--- src/rtl/pipe_pkg.sv ---
// pipe_pkg: shared widths, lane indices and lane pack/unpack helpers for pipeline stages.
package pipe_pkg;
    localparam int PIPE_DATA_W = 32;
    localparam int PIPE_NUM_CH = 6;
    localparam int PIPE_CNT_W  = 32;
    localparam logic [PIPE_DATA_W-1:0] PIPE_NOP = '0;
    localparam int LN_INSTR = 0;
    localparam int LN_PC    = 1;
    localparam int LN_RD2   = 2;
    localparam int LN_EXT   = 3;
    localparam int LN_AO    = 4;
    localparam int LN_MDUO  = 5;
    typedef logic [PIPE_DATA_W-1:0] lane_t;
    typedef logic [PIPE_NUM_CH*PIPE_DATA_W-1:0] bus_t;
    function automatic lane_t lane_get(input bus_t b, input int k);
        return b[k*PIPE_DATA_W +: PIPE_DATA_W];
    endfunction
    function automatic bus_t lane_put(input bus_t b, input int k, input lane_t v);
        bus_t r;
        r = b;
        r[k*PIPE_DATA_W +: PIPE_DATA_W] = v;
        return r;
    endfunction
endpackage

--- src/rtl/pipe_slot.sv ---
// pipe_slot: one stage entry (valid + payload); clear wins over load and zeroes the payload.
module pipe_slot #(
    parameter int W = 192
) (
    input  logic         clk,
    input  logic         rst_n,
    input  logic         load_i,
    input  logic         clear_i,
    input  logic [W-1:0] d_i,
    output logic         valid_o,
    output logic [W-1:0] data_o
);
    logic         valid_q, valid_d;
    logic [W-1:0] data_q, data_d;

    always_comb begin
        valid_d = clear_i ? 1'b0 : (load_i ? 1'b1 : valid_q);
        data_d  = clear_i ? '0 : (load_i ? d_i : data_q);
    end

    always_ff @(posedge clk or negedge rst_n) begin
        if (!rst_n) begin
            valid_q <= 1'b0;
            data_q  <= '0;
        end else begin
            valid_q <= valid_d;
            data_q  <= data_d;
        end
    end

    assign valid_o = valid_q;
    assign data_o  = data_q;
endmodule

--- src/rtl/pipe_stage_skid.sv ---
// pipe_stage_skid: valid/ready pipeline register with a one-entry skid buffer and sync flush.
// Optional perf counters (stall/bubble) are built when PIPE_STAGE_PERF_EN is defined.
module pipe_stage_skid
    import pipe_pkg::*;
#(
    parameter int DATA_W = PIPE_DATA_W,
    parameter int NUM_CH = PIPE_NUM_CH
`ifdef PIPE_STAGE_PERF_EN
    ,
    parameter int CNT_W  = PIPE_CNT_W
`endif
) (
    input  logic                     clk,
    input  logic                     rst_n,
    input  logic                     flush_i,
    input  logic                     in_valid_i,
    output logic                     in_ready_o,
    input  logic [NUM_CH*DATA_W-1:0] in_data_i,
    output logic                     out_valid_o,
    input  logic                     out_ready_i,
    output logic [NUM_CH*DATA_W-1:0] out_data_o
`ifdef PIPE_STAGE_PERF_EN
    ,
    output logic [CNT_W-1:0]         stall_cnt_o,
    output logic [CNT_W-1:0]         bubble_cnt_o
`endif
);
    localparam int W = NUM_CH * DATA_W;

    logic         main_v, skid_v;
    logic [W-1:0] main_data, skid_data, main_src;
    logic         in_fire, out_fire, main_adv;
    logic         main_ld, main_clr, skid_ld, skid_clr;

    assign in_ready_o = !skid_v;
    assign in_fire    = in_valid_i & in_ready_o;
    assign out_fire   = main_v & out_ready_i;
    // main may take a new entry when it is empty or draining this cycle
    assign main_adv   = !main_v | out_fire;

    always_comb begin
        main_src = skid_v ? skid_data : in_data_i;
        main_ld  = !flush_i & main_adv & (skid_v | in_fire);
        main_clr = flush_i | (main_adv & !skid_v & !in_fire);
        skid_ld  = !flush_i & in_fire & (!main_adv | skid_v);
        skid_clr = flush_i | (main_adv & !(skid_v & in_fire));
    end

    pipe_slot #(.W(W)) u_main (
        .clk(clk), .rst_n(rst_n), .load_i(main_ld), .clear_i(main_clr),
        .d_i(main_src), .valid_o(main_v), .data_o(main_data)
    );

    pipe_slot #(.W(W)) u_skid (
        .clk(clk), .rst_n(rst_n), .load_i(skid_ld), .clear_i(skid_clr),
        .d_i(in_data_i), .valid_o(skid_v), .data_o(skid_data)
    );

    assign out_valid_o = main_v;
    assign out_data_o  = main_data;

`ifdef PIPE_STAGE_PERF_EN
    logic [CNT_W-1:0] stall_q, stall_d, bubble_q, bubble_d;

    // saturating counters; flush deliberately leaves them alone
    always_comb begin
        stall_d  = stall_q + CNT_W'(main_v & !out_ready_i & ~&stall_q);
        bubble_d = bubble_q + CNT_W'(!main_v & ~&bubble_q);
    end

    always_ff @(posedge clk or negedge rst_n) begin
        if (!rst_n) begin
            stall_q  <= '0;
            bubble_q <= '0;
        end else begin
            stall_q  <= stall_d;
            bubble_q <= bubble_d;
        end
    end

    assign stall_cnt_o  = stall_q;
    assign bubble_cnt_o = bubble_q;
`endif
endmodule

--- config.mk ---
export PLATFORM = sky130hd
export DESIGN_NAME = pipe_stage_skid
export DESIGN_NICKNAME = d
export VERILOG_FILES = /design/src/rtl/pipe_pkg.sv /design/src/rtl/pipe_slot.sv /design/src/rtl/pipe_stage_skid.sv
export SDC_FILE = /design/constraint.sdc
export NUM_CORES = 1
export LEC_CHECK = 0
export BUFFER_PORTS_ARGS = -buffer_cell sky130_fd_sc_hd__buf_2
export CAP_MARGIN = 25
export CORE_ASPECT_RATIO = 0.7
export CORE_MARGIN = 1
export CORE_UTILIZATION = 60
export DETAILED_ROUTE_END_ITERATION = 7
export GPL_TIMING_DRIVEN = 0
export PLACE_DENSITY = 0.93
export REMOVE_ABC_BUFFERS = 1
export SKIP_CTS_REPAIR_TIMING = 1
export SLEW_MARGIN = 0
export SYNTH_ARGS = -nofsm -noshare
export SYNTH_HDL_FRONTEND = slang
export SYNTH_HIERARCHICAL = 1
export SYNTH_SLANG_ARGS = --single-unit
--- constraint.sdc ---
create_clock -name clk -period 2.9 [get_ports clk]
set_clock_uncertainty 0.05 [all_clocks]
set_input_delay 0 -clock clk [delete_from_list [all_inputs] [get_ports clk]]
set_output_delay 0 -clock clk [all_outputs]
set_load 0.05 [all_outputs]
## Word-level counts from Yosys, hierarchy flattened

Cells that the tools add are included.

| storage, ports and cells | value |
|---|---|
| output and inout bits | 194 |
| bits of input ports | 197 |
| register bits after elaboration | 386 |

| cells by class | value |
|---|---|
| bitwise logic cells | 15 |
| reduce and logical (&&, ||, !) cells | 8 |
| multiplexer cells | 9 |

Operators by type and width:

| operator | number |
|---|---|
| 2-to-1 mux 192 bit | 5 |
| AND 1 bit | 10 |
| zero test 1 bit | 6 |
| bitwise OR 1 bit | 5 |
| 2-to-1 mux 1 bit | 4 |
| nonzero test 2 bit | 2 |

## Depth between registers and ports, before layout

| depth | value |
|---|---|
| depth after elaboration | 7 |
| gate-level depth with buffers | 10 |

## Modules after synthesis

The synthesis kept the hierarchy.

Modules (own cells, without submodules):

| module | seq. area each (sq um) | instances | cells each | area an instance (sq um) |
|---|---|---|---|---|
| pipe_slot | 4,829.6 | 2 | 622 | 7,925.1 |
| pipe_stage_skid | 0.0 | 1 | 222 | 2,990.4 |

## Worst setup path before layout

OpenSTA, ideal clock, no wires.

| path | value |
|---|---|
| kind | register -> register |
| start point | register u_main.valid_q (netlist: u_main/valid_o) |
| end point | register u_skid.data_q[118] (netlist: u_skid/data_o[118]) |
| library setup time | 0.132 ns |
| required time | 2.718 ns |
| data arrival time | 1.734 ns |
| cell stages (with the launch flop) | 8 |
| slack | 0.984 ns |
| cell sequence | dfrtp_1 > nand2b_1 > nor4b_2 > buf_4 > buf_12 > buf_12 > mux2i_1 > nor2_1 |

| between the ends | value |
|---|---|
| cells in the longest elaborated chain, start to end | 6 |
| elaborated cells between the ends (all ways) | 10 |

Ends and longest elaborated chain:

| item | RTL line | source |
|---|---|---|
| start, declared | pipe_slot.sv:13 | `logic valid_q, valid_d;` |
| start signal, assigned | pipe_slot.sv:26 | `valid_q <= valid_d;` |
| AND 1 bit or zero test 1 bit (tied branches) | pipe_stage_skid.sv:37, pipe_stage_skid.sv:39 |  |
| bitwise OR 1 bit (*) | pipe_stage_skid.sv:39 | `assign main_adv = !main_v \| out_fire;` |
| zero test 1 bit (*) | pipe_stage_skid.sv:45 | `skid_ld = !flush_i & in_fire & (!main_adv \| skid_v);` |
| bitwise OR 1 bit (*) | pipe_stage_skid.sv:45 |  |
| AND 1 bit (*) | pipe_stage_skid.sv:45 |  |
| named net skid_ld | pipe_stage_skid.sv:33 | `logic main_ld, main_clr, skid_ld, skid_clr;` |
| nonzero test 2 bit (no line) (*) | - |  |
| end signal, assigned | pipe_slot.sv:27 | `data_q <= data_d;` |
| end, declared | pipe_slot.sv:14 | `logic [W-1:0] data_q, data_d;` |

The timed path passes the listed nets; every way through them passes the cells marked *.
A chain may end at the register's enable or synchronous reset.

## Worst setup path after layout

| path | value |
|---|---|
| start point | register u_skid.valid_q (netlist: u_skid/valid_o) |
| end point | register u_skid.data_q[13] (netlist: u_skid/data_o[13]) |

| between the ends | value |
|---|---|
| elaborated cells between the ends (all ways) | 11 |

RTL lines:

| item | RTL line | source |
|---|---|---|
| start, declared | pipe_slot.sv:13 |  |
| start signal, assigned | pipe_slot.sv:26 |  |
| zero test 1 bit | pipe_stage_skid.sv:35 | `assign in_ready_o = !skid_v;` |
| AND 1 bit | pipe_stage_skid.sv:36 | `assign in_fire = in_valid_i & in_ready_o;` |
| AND 1 bit | pipe_stage_skid.sv:45 |  |
| AND 1 bit (*) | pipe_stage_skid.sv:45 |  |
| named net skid_ld | pipe_stage_skid.sv:33 |  |
| nonzero test 2 bit (no line) (*) | - |  |

Marked as above.

==> impl_metrics.toml <==
[status]
outcome = "finished, violations left"
failed_checks = "setup timing"

[place]
port_buffers = 390
gp_congestion = 0.748
placed_cells = 2217
place_hpwl_um = 32500
placed_cell_area_um2 = 21100

[routing]
wl_um = 64300
vias = 15400
firstDrtPassIters = 7
drc = 0
viasPerCell = 6.15
wl_per_cell_um = 25.8
ant_nets = 0
drtIter0Drc = 1946

[logic_synthesis]
ys_seq_elements = 386
syn_area_um2 = 18800
synth_cells = 1466
async_reset_ff_share_pct = 100
seq_area_frac_synth_pct = 51.3
yosysUniqueCellTypes = 17
synth_top_flop_cell = "dfrtp_1"
syn_avg_cell_area_um2 = 12.9
yosysWarnings = 6
synth-edff-count = 0

[clock_network]
root_buffer = "clkbuf_16"
cts_tree = "yes"
cts_made_buffers = 39
insertion_delay_ns = 0.52
clk_pin_slew_ns = 0.07
clk_path_buf_depth = 3
cts.sinks = 386
cts-htree-levels = 2

[cells_and_area]
finalNonFillerCells = 2496
final_core_utilization_pct = 80.3
final_cell_mix = "nor2_1 (389), buf_2 (389), dfrtp_1 (385), mux2i_1 (383), dlygate4sd3_1 (193)"
area_delta_synth_final_pct = 29.7
fin_area_um2 = 24400
fillers = 1383
multi_input_area_um2 = 8100
layout-drive-gt1-share_pct = 34.4
nNetsFinal = 2252
seqCellArea_um2 = 9660

[power_and_ir_drop]
p_leak_uw = 0.0114
ir_drop_uv = 471
cellPowerDensity_nw_per_um2 = 496

[timing]
slew_headroom_pct = 44.0
setup_viol = 4
timing.final.ws_setup_ns = -0.0112
finalCriticalPeriod_ns = 2.91
fin_hold_ws_ns = 0.0840
slew_violations = 0
fmax_ghz = 0.344
timing.setup.tns_ns = -0.0291
post-route-period-util_pct = 100
worstMarginPinSlew_ns = 0.840
hold_viol = 0

[global_route]
grt.total_usage_pct = 30.6
antenna_found_initial = 4
grt_start_max_net_pins = 111
grt_pass1_wl_um = 76800
overflow = 0
grt_pass1_vias = 14200

[setup_path]
cp_max_fo = 20
cp_data_required_time_ns = 3.24
worstSetupPathType = "reg2reg"
critPathArrivalTime_ns = 3.25
crit_path_top_delay_cell = "dfrtp_4"
crit_chain = "buf_16, nor4b_4, buf_4, buf_6, buf_6, buf_8, buf_8, buf_6, buf_8, mux2i_1, nor2_1"
cpPeakStageDelay_ns = 0.55
start_kind = "register"
end_kind = "register"

[floorplan]
core_um2 = 30400
ios = 391
fp-row-count = 53
die_w_um = 214
initial_utilization_pct = 61.9
fp.dieH_um = 150
die-area_um2 = 32100

[min_path]
hold_path_class = "in2reg"

[job]
cap_violations = 0
-- Yosys cell counts (2+ instances only) --
| master | number | area, um2 |
|---|---|---|
| buf_2 | 8 | 40.0 |
| clkbuf_1 | 38 | 143 |
| mux2_4 | 147 | 2210 |
| buf_12 | 24 | 480 |
| buf_6 | 20 | 225 |
| buf_8 | 12 | 180 |
| buf_4 | 6 | 45.0 |
| dfrtp_1 | 386 | 9660 |
| mux2i_1 | 384 | 3840 |
| mux2_2 | 45 | 507 |
| nor2_1 | 389 | 1460 |
| nand2b_1 | 2 | 12.5 |
-- layout make-up --
type                            instances  share of cell area (%)
Inverter                                1                  0.0154
Timing Repair Buffer                  656                    20.1
Sequential cell                       386                    39.5
Clock inverter                          6                   0.271
Antenna cell                            3                  0.0307
Multi-Input combinational cell        971                    33.2
Clock buffer                           61                    4.79
Tap cell                              412                    2.11
-- worst paths after layout --
path	slack (ns)	endpoint	from	cells after the start
worst max-delay path	-0.01	u_skid/data_o[13]	u_skid/valid_o	11
min in group asynchronous	0.11	u_main/data_o[169]	rst_n	2
worst min-delay path	0.08	u_main/data_o[103]	flush_i	5
worst min register to register	0.47	u_main/data_o[8]	u_main/data_o[8]	2
max in group asynchronous	1.30	u_skid/data_o[128]	rst_n	4
worst max register to register	-0.01	u_skid/data_o[13]	u_skid/valid_o	11
-- state kept, by name, indices dropped and copies added, names as in the netlist --
name,flops
u_main/data_o,192
u_skid/data_o,192
u_main/valid_o,1
u_skid/valid_o,1
-- per-stage QoR --
step                      power [uW]  setup slack [ns]
after floorplan                 6550            -23.76
after global placement          7100            -39.61
after detailed placement        6810             -1.23
after CTS                      11700             -1.29
after global routing           12400           -0.0780
final                          12100           -0.0112
-- layer usage --
layer,vias to the layer above,global-route usage [%],part of all wire (%)
li1,6152,-,-
met5,-,0,0.020
met3,363,8.45,10
met1,7621,35.6,35
met4,2,12.6,6.2
met2,1223,53.3,48
-- worst max-delay path, delay by kind of cell (launching register included) --
kind | cells | cell delay (ns)
AND/OR/NAND/NOR | 2 | 0.32
buffers and inverters | 8 | 1.49
flip-flops | 1 | 0.55
multiplexers | 1 | 0.31
-- logic make-up (layout without fill, tap and decap cells) --
family	count (synthesis)	count (layout)	share of synthesized area, %
compound gates	1	1	0.0399
buf+inv	109	724	5.93
flops	386	386	51.3
mux	576	576	34.8
other cells	0	3	0
simple gates	394	394	7.96
-- report_power, final --
part	switching, uW	internal [uW]	leakage, uW	total, uW
clock	2210	2870	0.000594	5080
combinational	869	676	0.00547	1540
sequential	47.2	5450	0.00536	5490
total	3130	8990	0.0114	12100
(Power assumes the default switching activity.)
